<file path="config.mk">
export PLATFORM = sky130hd
export DESIGN_NAME = uart_dev_bridge_flat
export DESIGN_NICKNAME = d
export VERILOG_FILES = /design/src/rtl/uart_dev_bridge_if.sv /design/src/rtl/uart_dev_bridge.sv /design/src/flat_wrapper.sv
export SDC_FILE = /design/constraint.sdc
export NUM_CORES = 1
export LEC_CHECK = 0
export CORE_UTILIZATION = 40
export DETAILED_ROUTE_END_ITERATION = 8
export GPL_ROUTABILITY_DRIVEN = 0
export PLACE_DENSITY = 0.64
export SLEW_MARGIN = 20
export SYNTH_ARGS = -nofsm -noshare
export SYNTH_HDL_FRONTEND = slang
export SYNTH_SLANG_ARGS = --single-unit
</file>
<file path="constraint.sdc">
create_clock -name clk -period 5.25 [get_ports clk]
set_input_delay 1.575 -clock clk [delete_from_list [all_inputs] [get_ports clk]]
set_output_delay 1.575 -clock clk [all_outputs]
set_load 0.03 [all_outputs]
</file>
<file path="src/rtl/uart_dev_bridge_if.sv">
// UART byte stream plus device-bus initiator signals seen by uart_dev_bridge.
// master = the bridge, slave = the UART/bus environment around it.
interface uart_dev_bridge_if;
  logic        rxdReady_i;
  logic [7:0]  rxdData_i;
  logic        txdBusy_i;
  logic        txdStart_o;
  logic [7:0]  txdData_o;
  logic        devEnable_o;
  logic        devWrite_o;
  logic        devBusy_i;
  logic [31:0] devDataSave_o;
  logic [31:0] devDataLoad_i;
  logic [31:0] devPhysicalAddr_o;
  logic [3:0]  devByteSelect_o;

  modport master (
    input  rxdReady_i, rxdData_i, txdBusy_i, devBusy_i, devDataLoad_i,
    output txdStart_o, txdData_o, devEnable_o, devWrite_o,
           devDataSave_o, devPhysicalAddr_o, devByteSelect_o
  );

  modport slave (
    output rxdReady_i, rxdData_i, txdBusy_i, devBusy_i, devDataLoad_i,
    input  txdStart_o, txdData_o, devEnable_o, devWrite_o,
           devDataSave_o, devPhysicalAddr_o, devByteSelect_o
  );
endinterface

</file>
<file path="src/rtl/uart_dev_bridge.sv">
// UART-driven debug/loader initiator: decodes 'W'/'R' frames into 32-bit bus accesses.
// Optional BRIDGE_CHECKSUM_EN adds a trailing XOR checksum byte to every frame.
module uart_dev_bridge #(
  parameter int unsigned TIMEOUT_CYCLES = 25000000,
  parameter logic [7:0]  CMD_WRITE      = 8'h57,
  parameter logic [7:0]  CMD_READ       = 8'h52,
  parameter logic [7:0]  ACK_BYTE       = 8'h4B
) (
  input  logic              clk,
  input  logic              rst,
  uart_dev_bridge_if.master bus_if,
  output logic              active_o
);

  localparam int unsigned TO_W    = $clog2(TIMEOUT_CYCLES) + 1;
  localparam logic [7:0]  ERR_BYTE = 8'h45;

  typedef enum logic [2:0] {
    IDLE,
    ADDR,
    WDATA,
`ifdef BRIDGE_CHECKSUM_EN
    CSUM,
`endif
    BUS,
    TX_BYTE,
    TX_GAP,
    TX_WAIT
  } state_t;

  state_t            state_q;
  logic              write_q;
  logic [1:0]        cnt_q;
  logic [1:0]        last_q;
  logic [TO_W-1:0]   to_q;
  logic [31:0]       addr_q;
  logic [31:0]       data_q;
  logic [31:0]       resp_q;
  logic              txd_start_q;
  logic [7:0]        txd_data_q;
  logic              dev_en_q;
  logic [3:0]        bsel_q;
  logic              active_q;
`ifdef BRIDGE_CHECKSUM_EN
  logic [7:0]        csum_q;
`endif

  logic              rx_c;
  logic              rx_last_d;
  logic              in_frame_d;
  logic              go_bus_d;

  // Frame-level decode shared by the byte collector, timeout and bus launch.
  always_comb begin
    rx_c       = bus_if.rxdReady_i;
    rx_last_d  = rx_c && (cnt_q == 2'd3);
    in_frame_d = (state_q == ADDR) || (state_q == WDATA);
`ifdef BRIDGE_CHECKSUM_EN
    in_frame_d = in_frame_d || (state_q == CSUM);
    go_bus_d   = (state_q == CSUM) && rx_c && (bus_if.rxdData_i == csum_q);
`else
    go_bus_d   = rx_last_d && (((state_q == ADDR) && !write_q) || (state_q == WDATA));
`endif
  end

  always_ff @(posedge clk) begin
    if (rst) begin
      state_q     <= IDLE;
      write_q     <= 1'b0;
      cnt_q       <= 2'd0;
      last_q      <= 2'd0;
      to_q        <= '0;
      addr_q      <= 32'h0;
      data_q      <= 32'h0;
      resp_q      <= 32'h0;
      txd_start_q <= 1'b0;
      txd_data_q  <= 8'h0;
      dev_en_q    <= 1'b0;
      bsel_q      <= 4'h0;
      active_q    <= 1'b0;
`ifdef BRIDGE_CHECKSUM_EN
      csum_q      <= 8'h0;
`endif
    end else begin
      txd_start_q <= 1'b0;
      case (state_q)
        IDLE: begin
          if (rx_c && ((bus_if.rxdData_i == CMD_WRITE) || (bus_if.rxdData_i == CMD_READ))) begin
            write_q  <= (bus_if.rxdData_i == CMD_WRITE);
            cnt_q    <= 2'd0;
            to_q     <= '0;
            active_q <= 1'b1;
            state_q  <= ADDR;
`ifdef BRIDGE_CHECKSUM_EN
            csum_q   <= bus_if.rxdData_i;
`endif
          end
        end
        ADDR: begin
          if (rx_c) begin
            addr_q[{cnt_q, 3'b000} +: 8] <= bus_if.rxdData_i;
            cnt_q <= cnt_q + 2'd1;
`ifdef BRIDGE_CHECKSUM_EN
            csum_q <= csum_q ^ bus_if.rxdData_i;
`endif
            if (rx_last_d) begin
              if (write_q) state_q <= WDATA;
`ifdef BRIDGE_CHECKSUM_EN
              else state_q <= CSUM;
`endif
            end
          end
        end
        WDATA: begin
          if (rx_c) begin
            data_q[{cnt_q, 3'b000} +: 8] <= bus_if.rxdData_i;
            cnt_q <= cnt_q + 2'd1;
`ifdef BRIDGE_CHECKSUM_EN
            csum_q <= csum_q ^ bus_if.rxdData_i;
            if (rx_last_d) state_q <= CSUM;
`endif
          end
        end
`ifdef BRIDGE_CHECKSUM_EN
        CSUM: begin
          // Bad checksum: skip the bus and answer with a single error byte.
          if (rx_c && (bus_if.rxdData_i != csum_q)) begin
            resp_q  <= {24'h0, ERR_BYTE};
            last_q  <= 2'd0;
            cnt_q   <= 2'd0;
            state_q <= TX_BYTE;
          end
        end
`endif
        BUS: begin
          if (!bus_if.devBusy_i) begin
            dev_en_q <= 1'b0;
            bsel_q   <= 4'h0;
            resp_q   <= write_q ? {24'h0, ACK_BYTE} : bus_if.devDataLoad_i;
            last_q   <= write_q ? 2'd0 : 2'd3;
            cnt_q    <= 2'd0;
            state_q  <= TX_BYTE;
          end
        end
        TX_BYTE: begin
          if (!bus_if.txdBusy_i) begin
            txd_start_q <= 1'b1;
            txd_data_q  <= resp_q[{cnt_q, 3'b000} +: 8];
            state_q     <= TX_GAP;
          end
        end
        TX_GAP: state_q <= TX_WAIT;
        TX_WAIT: begin
          if (!bus_if.txdBusy_i) begin
            if (cnt_q == last_q) begin
              active_q <= 1'b0;
              state_q  <= IDLE;
            end else begin
              cnt_q   <= cnt_q + 2'd1;
              state_q <= TX_BYTE;
            end
          end
        end
        default: begin
          active_q <= 1'b0;
          state_q  <= IDLE;
        end
      endcase

      // Inter-byte silence watchdog while a frame is being collected.
      if (in_frame_d) begin
        if (rx_c) begin
          to_q <= '0;
        end else if (to_q == TO_W'(TIMEOUT_CYCLES - 1)) begin
          to_q     <= '0;
          active_q <= 1'b0;
          state_q  <= IDLE;
        end else begin
          to_q <= to_q + TO_W'(1);
        end
      end

      if (go_bus_d) begin
        dev_en_q <= 1'b1;
        bsel_q   <= 4'hF;
        state_q  <= BUS;
      end
    end
  end

  assign bus_if.txdStart_o        = txd_start_q;
  assign bus_if.txdData_o         = txd_data_q;
  assign bus_if.devEnable_o       = dev_en_q;
  assign bus_if.devWrite_o        = write_q;
  assign bus_if.devDataSave_o     = data_q;
  assign bus_if.devPhysicalAddr_o = addr_q;
  assign bus_if.devByteSelect_o   = bsel_q;
  assign active_o                 = active_q;

endmodule
</file>
<file path="src/flat_wrapper.sv">
// flat-port wrapper written by rule: the top's interface ports become plain ports
module uart_dev_bridge_flat 
#(
  parameter int unsigned TIMEOUT_CYCLES = 25000000,
  parameter logic [7:0]  CMD_WRITE      = 8'h57,
  parameter logic [7:0]  CMD_READ       = 8'h52,
  parameter logic [7:0]  ACK_BYTE       = 8'h4B
)
  (clk, rst, active_o, bus_if_rxdReady_i, bus_if_rxdData_i, bus_if_txdBusy_i, bus_if_devBusy_i, bus_if_devDataLoad_i, bus_if_txdStart_o, bus_if_txdData_o, bus_if_devEnable_o, bus_if_devWrite_o, bus_if_devDataSave_o, bus_if_devPhysicalAddr_o, bus_if_devByteSelect_o);
  uart_dev_bridge_if bus_if_i ();
  input  logic clk;
  input  logic rst;
  output logic active_o;
  input wire logic [$bits(bus_if_i.rxdReady_i)-1:0] bus_if_rxdReady_i;
  input wire logic [$bits(bus_if_i.rxdData_i)-1:0] bus_if_rxdData_i;
  input wire logic [$bits(bus_if_i.txdBusy_i)-1:0] bus_if_txdBusy_i;
  input wire logic [$bits(bus_if_i.devBusy_i)-1:0] bus_if_devBusy_i;
  input wire logic [$bits(bus_if_i.devDataLoad_i)-1:0] bus_if_devDataLoad_i;
  output wire logic [$bits(bus_if_i.txdStart_o)-1:0] bus_if_txdStart_o;
  output wire logic [$bits(bus_if_i.txdData_o)-1:0] bus_if_txdData_o;
  output wire logic [$bits(bus_if_i.devEnable_o)-1:0] bus_if_devEnable_o;
  output wire logic [$bits(bus_if_i.devWrite_o)-1:0] bus_if_devWrite_o;
  output wire logic [$bits(bus_if_i.devDataSave_o)-1:0] bus_if_devDataSave_o;
  output wire logic [$bits(bus_if_i.devPhysicalAddr_o)-1:0] bus_if_devPhysicalAddr_o;
  output wire logic [$bits(bus_if_i.devByteSelect_o)-1:0] bus_if_devByteSelect_o;
  assign bus_if_i.rxdReady_i = bus_if_rxdReady_i;
  assign bus_if_i.rxdData_i = bus_if_rxdData_i;
  assign bus_if_i.txdBusy_i = bus_if_txdBusy_i;
  assign bus_if_i.devBusy_i = bus_if_devBusy_i;
  assign bus_if_i.devDataLoad_i = bus_if_devDataLoad_i;
  assign bus_if_txdStart_o = bus_if_i.txdStart_o;
  assign bus_if_txdData_o = bus_if_i.txdData_o;
  assign bus_if_devEnable_o = bus_if_i.devEnable_o;
  assign bus_if_devWrite_o = bus_if_i.devWrite_o;
  assign bus_if_devDataSave_o = bus_if_i.devDataSave_o;
  assign bus_if_devPhysicalAddr_o = bus_if_i.devPhysicalAddr_o;
  assign bus_if_devByteSelect_o = bus_if_i.devByteSelect_o;
  uart_dev_bridge #(.TIMEOUT_CYCLES(TIMEOUT_CYCLES), .CMD_WRITE(CMD_WRITE), .CMD_READ(CMD_READ), .ACK_BYTE(ACK_BYTE)) u_core (.clk(clk), .rst(rst), .bus_if(bus_if_i), .active_o(active_o));
endmodule
</file>
==> out/summary.md, run 1 <==
* dpl hpwl: 11.2 mm
* distinct cell type count of the synthesized netlist: 53
* Longest Clk Path Bufs: 2
* highest metal layer with signal wires: met4
* unrepaired setup endpoints after global routing: no
* Skew-Pair Late Insertion Delay: 0.42 ns
* number of sinks on the clock net: 140
* result of the run: finished with violations
* fraction of power consumed by sequential logic: 0.455
* count of buffers from port buffering: 124
* Top Ports: 125
* sequence of cells on the critical path: clkdlybuf4s50_1 > xnor2_1 > a41oi_2 > or4_1 > or3_1 > a211oi_2
* post-synth top area share: 0.460
* worst hold path cell count: 2
* count of endpoints failing hold in the final timing report: 0
* Critical path buffers and inverters: 1
* overall track demand over capacity in global routing: 0.209
* time the worst path needs with I/O delays and setup: 4.04 ns
* summed negative setup slack over all endpoints: 0 ns
* startpoint type of the worst setup path: input port
* total count of max-transition violations in the final report: 0
* largest delay contributor family on the critical path: simple AND/OR/NAND/NOR gates
* Horiz. Die Dim: 125 um
* Power per Cell Area: 294 mW/mm^2
* worst reg2reg endpoint: u_core.bus_if.devPhysicalAddr_o[27]
* FP Rows: 44
* Design Area, Final: 0.00797 mm^2
* Yosys warning total: 0
* non-filler instance count after layout: 1012
* clk slew on worst S/H paths: 0.06 ns
* most used cells in the layout excluding fill and tap cells: dfxtp_1, clkdlybuf4s50_1, nand2_1
* critical path start-end classification: in2reg
* largest net degree at the start of global routing: 55
* DIE AREA: 0.0157 mm^2
* post-route fraction of the period consumed by the critical path: 0.769
* H-tree depth: 4
* number of antenna violations at the first check in global routing: 1
* Final ANT Viol Nets: 0
* actual slew at the worst max-slew pin: 0.891 ns
* violations in the final reports: DRC
* cell area after synthesis: 0.00609 mm^2
* adder-cell area share of the yosys netlist: 0.0103
* synthesized instance count: 729
* nets@finish: 864
* standard cell core area: 0.0147 mm^2
* top_reg_cell synth: dfxtp_1
* switching component of the power: 0.000531 W
* total clock buffers created by CTS: 17
* fraction of registers with async set or reset after synthesis: 0
* Post-Synthesis Net Count: 779
* first-pass GRT wire length: 26.2 mm
* Yosys reg bits: 140
* post-synthesis mux area share: 0.0296
* via count: 5602
* logic depth of the worst register-to-register path: 7
* largest family of logic cells by synthesized area: simple AND/OR/NAND/NOR gates
* post-route DRC violation count: 13
* Clock Skews: 0.00966 ns
* # placed instances: 979
* detailed router's first-iteration violation count: 564
* Hold-fix buffers, CTS: 0
* share of synthesized area occupied by flip-flops and latches: 0.460
* number of enable-type register cells in the synthesized netlist: 0
* total cell area at the placement stage: 0.00737 mm^2
* total routed wire length on the met1 layer: 7.25 mm
* max-slew headroom at the worst pin: 0.405
* hold crit path type: reg2reg
* Fill cells: 1334
* Pleak: 2.52 nW
* Clock power frac: 0.512
* worst supply voltage drop on vdd: 0.218 mV
* Setup Fix Bufs, Post-CTS: 0
* largest stage delay on the critical path: 0.73 ns
* CTS root buffer: clkbuf_16
* Die Height: 125 um
* worst endpoint data arrival time: 4.38 ns
* maximum frequency from static timing analysis: 0.248 GHz
* fraction of final layout cells with drive strength greater than 1: 0.0810
* reg2reg setup slack: 2.43 ns
* final core occ: 0.542
* effective utilization at floorplan: 0.414
* setup violators final: 0
* post-synthesis xor/xnor area fraction: 0.0216
* Synth Area per Inst: 8.35 um^2
* CTS tree: built
* router iterations before antenna repair: 7
* Crit-path slowest cell: or4_1
* met2 wire length: 7.70 mm
* fraction of power consumed by combinational cells: 0.033
* r2r startpoint: u_core.cnt_q[0]
* sink of the worst hold path: u_core.resp_q[22]
* maximum capacitance violations: 0
* ranking of synthesized cells by area: dfxtp_1, a21oi_1, nand2_1, nor2_1, nand3b_1
* Compound-Gate Fraction of Synth Area: 0.149
* critical path fanouts, max: 15
* residual overflow from global routing: 0
* via count of the first global-routing pass: 5219
* Simple-Gate Fraction of Synth Area: 0.279
* post-CTS resize count: 0
* switching portion of total power: 0.227
* Routed Wire Length: 16.3 mm
* area overhead of the layout relative to synthesis: 30.8%
* most common cell after layout, fill and taps aside: dfxtp_1
* wire length per cell after detailed routing: 16.1 um
* drt via density: 5.54
* total internal power: 0.00181 W
* amount of wire on met3 after detailed routing: 956 um
* library cell with the largest summed area after synthesis: dfxtp_1
* crit end category: flop
* critical hold path startpoint: u_core.resp_q[22]
* required arrival time at the worst endpoint: 5.59 ns
-- power groups by stage --
stage                     Sequential (W)  Combinational [W]  Clock (W)
after global placement           0.00109          0.0000736          0
final                            0.00106          0.0000765    0.00120
after floorplan                  0.00109          0.0000303          0
after detailed placement         0.00109          0.0000756          0
after CTS                        0.00106          0.0000760    0.00121
after global routing             0.00106          0.0000814    0.00126
-- cell usage after synthesis (all sizes together), types with 8 or more instances --
cell	instances
nand3b	30
a211oi	10
nand2	109
a21oi	94
buf	12
xnor2	14
dfxtp	140
mux4	8
clkbuf	55
a22oi	17
nor2	61
or3	14
nor3	29
o21ai	14
nand4	24
nand3	29
nor4	9
-- registers in the layout (all words and copies together) (netlist names) --
register	count
u_core.bus_if.txdStart_o	1
u_core.resp_q	32
u_core.bus_if.devByteSelect_o	1
u_core.state_q	3
u_core.to_q	26
u_core.bus_if.devPhysicalAddr_o	32
u_core.last_q	1
u_core.bus_if.txdData_o	8
u_core.active_o	1
u_core.bus_if.devWrite_o	1
u_core.bus_if.devDataSave_o	32
u_core.cnt_q	2
-- per-layer routing --
layer / up-vias / global-route usage
li1: 2744 / -
met1: 2637 / 0.268
met2: 193 / 0.340
met3: 28 / 0.0471
met4: 0 / 0.0875
met5: - / 0
-- area by class of cell --
cell class                      instances  area [um^2]  share of cell area
Antenna cell                            1         2.50            0.000314
Clock buffer                           17          425              0.0534
Clock inverter                         15          166              0.0209
Inverter                                7         26.3             0.00330
Multi-Input combinational cell        515         3010               0.377
Sequential cell                       140         2800               0.352
Tap cell                              184          230              0.0289
Timing Repair Buffer                  133         1310               0.164
-- tightest hold or removal path, cell delays in order (launching register included) --
cell and delay (ns):
dfxtp_1 0.31, nand2_1 0.05, a21oi_1 0.05
-- how the worst max path moves through the flow --
stage                         from               to  slack [ns]  cells after the start
2_1_floorplan  bus_if_rxdData_i[5]  u_core.to_q[13]        1.82                      7
3_3_place_gp   bus_if_rxdData_i[5]  u_core.to_q[13]        0.95                      6
3_5_place_dp   bus_if_rxdData_i[0]  u_core.to_q[19]        0.78                      6
4_1_cts        bus_if_rxdData_i[0]  u_core.to_q[19]        1.24                      6
5_1_grt        bus_if_rxdData_i[0]  u_core.to_q[19]        1.06                      6
6_report       bus_if_rxdData_i[0]  u_core.to_q[19]        1.21                      6
-- through the flow --
stage	power [W]	worst slack [ns]	hold WS [ns]
final	0.00234	1.21	0.449
after global routing	0.00241	1.06	0.465
after detailed placement	0.00116	0.779	0.443
after floorplan	0.00112	1.82	0.429
after global placement	0.00116	0.945	0.437
after CTS	0.00235	1.24	0.450
-- cell families (layout without fill, tap and decap cells) --
logic type	count (synthesis)	after routing
flip-flops	140	140
multiplexers	8	8
AO/OA/AOI/OAI	152	152
adder cells (fa/ha/maj)	5	5
buffers and inverters	74	172
AND/OR/NAND/NOR	335	335
XOR/XNOR	15	15
other	0	1
Note: power is estimated with default switching activity, not from simulation.
==> run 2, diff against run 1 <==
==> constraint.sdc (replaced) <==
create_clock -name clk -period 4 [get_ports clk]
set_input_delay 1.2 -clock clk [delete_from_list [all_inputs] [get_ports clk]]
set_output_delay 1.2 -clock clk [all_outputs]
set_load 0.03 [all_outputs]
==> run 2 against run 1 <==
Against the previous run:
- the run still ends with DRC left
- global-route usage barely moved
- die area did not move
- sequential cell count did not move
- cell count rose by 0.89%
- wire length fell by 0.14%
- sequential share of layout area fell by 0.21 points
- sequential power rose by 32%
- clock skew fell by 0.0039 ns
- hold slack got worse by 0.0033 ns
- clock-buffer cell count rose by 7
- critical path type unchanged
- largest cell class unchanged
==> out/summary.md, run 2 (synthesized netlist as in run 1, its figures left out) <==
* switching portion of total power: 0.206, -0.0207
* Pleak: 2.55 nW, +1.4%
* total routed wire length on the met1 layer: 7.39 mm, +1.9%
* maximum capacitance violations: 0, unchanged
* hold crit path type: reg2reg
* wire length per cell after detailed routing: 15.9 um, -1.0%
* critical path start-end classification: in2reg
* Final ANT Viol Nets: 0, unchanged
* setup violators final: 0, unchanged
* FP Rows: 44, unchanged
* worst hold path cell count: 2, unchanged
* non-filler instance count after layout: 1021, +0.89%
* met2 wire length: 7.69 mm, -0.17%
* fraction of power consumed by sequential logic: 0.467, +0.012
* Power per Cell Area: 374 mW/mm^2, +27%
* CTS tree: built
* overall track demand over capacity in global routing: 0.209, -0.000374
* residual overflow from global routing: 0, unchanged
* first-pass GRT wire length: 26.3 mm, +0.31%
* number of sinks on the clock net: 140, unchanged
* H-tree depth: 4, unchanged
* standard cell core area: 0.0147 mm^2, unchanged
* number of antenna violations at the first check in global routing: 0, -1
* drt via density: 5.57, +0.60%
* via count: 5686, +1.5%
* fraction of final layout cells with drive strength greater than 1: 0.0836, +0.00262
* Clock power frac: 0.496, -0.016
* summed negative setup slack over all endpoints: 0 ns, unchanged
* unrepaired setup endpoints after global routing: no
* worst-case setup slack after placement: 0.275 ns, -0.504 ns
* fraction of power consumed by combinational cells: 0.037, +0.004
* actual slew at the worst max-slew pin: 0.973 ns, +0.0820 ns
* DIE AREA: 0.0157 mm^2, unchanged
* effective utilization at floorplan: 0.414, unchanged
* Crit-path slowest cell: or4_1
* CP Depth: 6, unchanged
* max-slew headroom at the worst pin: 0.350, -0.0548
* Horiz. Die Dim: 125 um, unchanged
* largest net degree at the start of global routing: 79, +44%
* nets@finish: 875, +1.3%
* area overhead of the layout relative to synthesis: 31.6%
* post-CTS resize count: 0, unchanged
* largest delay contributor family on the critical path: simple AND/OR/NAND/NOR gates
* detailed router's first-iteration violation count: 485, -14%
* violations in the final reports: DRC
* Critical path buffers and inverters: 1, unchanged
* setup slack of the critical path after layout: 0.700 ns, -0.511 ns
* antenna diode count: 0, -1
* largest stage delay on the critical path: 0.68 ns, -0.05 ns
* final core occ: 0.545, +0.00332
* dpl hpwl: 11.2 mm, +0.44%
* router iterations before antenna repair: 9, +2
* Clock Skews: 0.00577 ns, -0.00389 ns
* highest metal layer with signal wires: met4
* most common cell after layout, fill and taps aside: dfxtp_1
* result of the run: finished with violations
* CTS root buffer: clkbuf_16
* total cell area at the placement stage: 0.00746 mm^2, +1.3%
* Top Ports: 125, unchanged
* post-route fraction of the period consumed by the critical path: 0.825
* logic depth of the worst register-to-register path: 7, unchanged
* total clock buffers created by CTS: 17, unchanged
* required arrival time at the worst endpoint: 4.33 ns, -1.26 ns
* amount of wire on met3 after detailed routing: 1.04 mm, +9.2%
* sequence of cells on the critical path: clkdlybuf4s50_1 > xnor2_1 > a41oi_2 > or4_1 > or3_1 > a211oi_1
* Die Height: 125 um, unchanged
* worst endpoint data arrival time: 3.63 ns, -0.75 ns
* Hold-fix buffers, CTS: 0, unchanged
* clk slew on worst S/H paths: 0.06 ns, about the same
* startpoint type of the worst setup path: input port
* Design Area, Final: 0.00802 mm^2, +0.61%
* count of endpoints failing hold in the final timing report: 0, unchanged
* count of buffers from port buffering: 124, unchanged
* # placed instances: 990, +1.1%
* Skew-Pair Late Insertion Delay: 0.42 ns, about the same
* total internal power: 0.00238 W, +32%
* crit end category: flop
* switching component of the power: 0.000618 W, +16%
* Longest Clk Path Bufs: 2, unchanged
* critical path fanouts, max: 7, -8
* most used cells in the layout excluding fill and tap cells: dfxtp_1, clkdlybuf4s50_1, nand2_1
* total count of max-transition violations in the final report: 0, unchanged
* via count of the first global-routing pass: 5270, +0.98%
* worst supply voltage drop on vdd: 0.333 mV, +53%
* post-route DRC violation count: 13, unchanged
* Routed Wire Length: 16.3 mm, -0.14%
* time the worst path needs with I/O delays and setup: 3.30 ns
* Setup Fix Bufs, Post-CTS: 0, unchanged
* maximum frequency from static timing analysis: 0.303 GHz
-- run 2: power by group through the flow --
stage	Clock (W)	Combinational, W	Sequential [W]
2_1_floorplan	0	0.0000398	0.00143
3_3_place_gp	0	0.000110	0.00143
3_5_place_dp	0	0.000111	0.00143
4_1_cts	0.00151	0.000112	0.00140
5_1_grt	0.00158	0.000117	0.00140
6_report	0.00149	0.000112	0.00140
-- run 2: worst paths after layout --
check	from	endpoint	slack (ns)
hold / removal	u_core.resp_q[22]	u_core.resp_q[22]	0.45
setup reg to reg	u_core.cnt_q[1]	u_core.bus_if.devDataSave_o[27]	1.37
hold reg to reg	u_core.resp_q[22]	u_core.resp_q[22]	0.45
setup / recovery	bus_if_rxdData_i[2]	u_core.to_q[13]	0.70
-- run 2: layout make-up --
class                   count  area, um^2
clock inverters             7        91.3
fillers                  1327        6680
repair buffers            144        1400
inverters                   7        26.3
well taps                 184         230
clock buffers              24         462
multi-input cells         515        3000
flip-flops and latches    140        2800
-- run 2: worst reg2reg max path, stage by stage, from the launching register on --
cell and delay [ns]:
dfxtp_1 0.75, inv_1 0.16, ha_1 0.30, nor3b_1 0.82, nand2_1 0.22, nor2_1 0.15, a21oi_1 0.06, nor2_1 0.11
-- run 2: layer usage --
layer / global-route usage / vias up
met4: 0.0610 / 0
met2: 0.338 / 203
li1: - / 2773
met3: 0.0556 / 13
met1: 0.272 / 2697
met5: 0 / -
-- run 2: stage by stage --
stage	hold slack, ns	total power, W
after floorplan	0.429	0.00147
after global placement	0.437	0.00154
after detailed placement	0.443	0.00154
after CTS	0.450	0.00302
after global routing	0.473	0.00310
final	0.446	0.00299
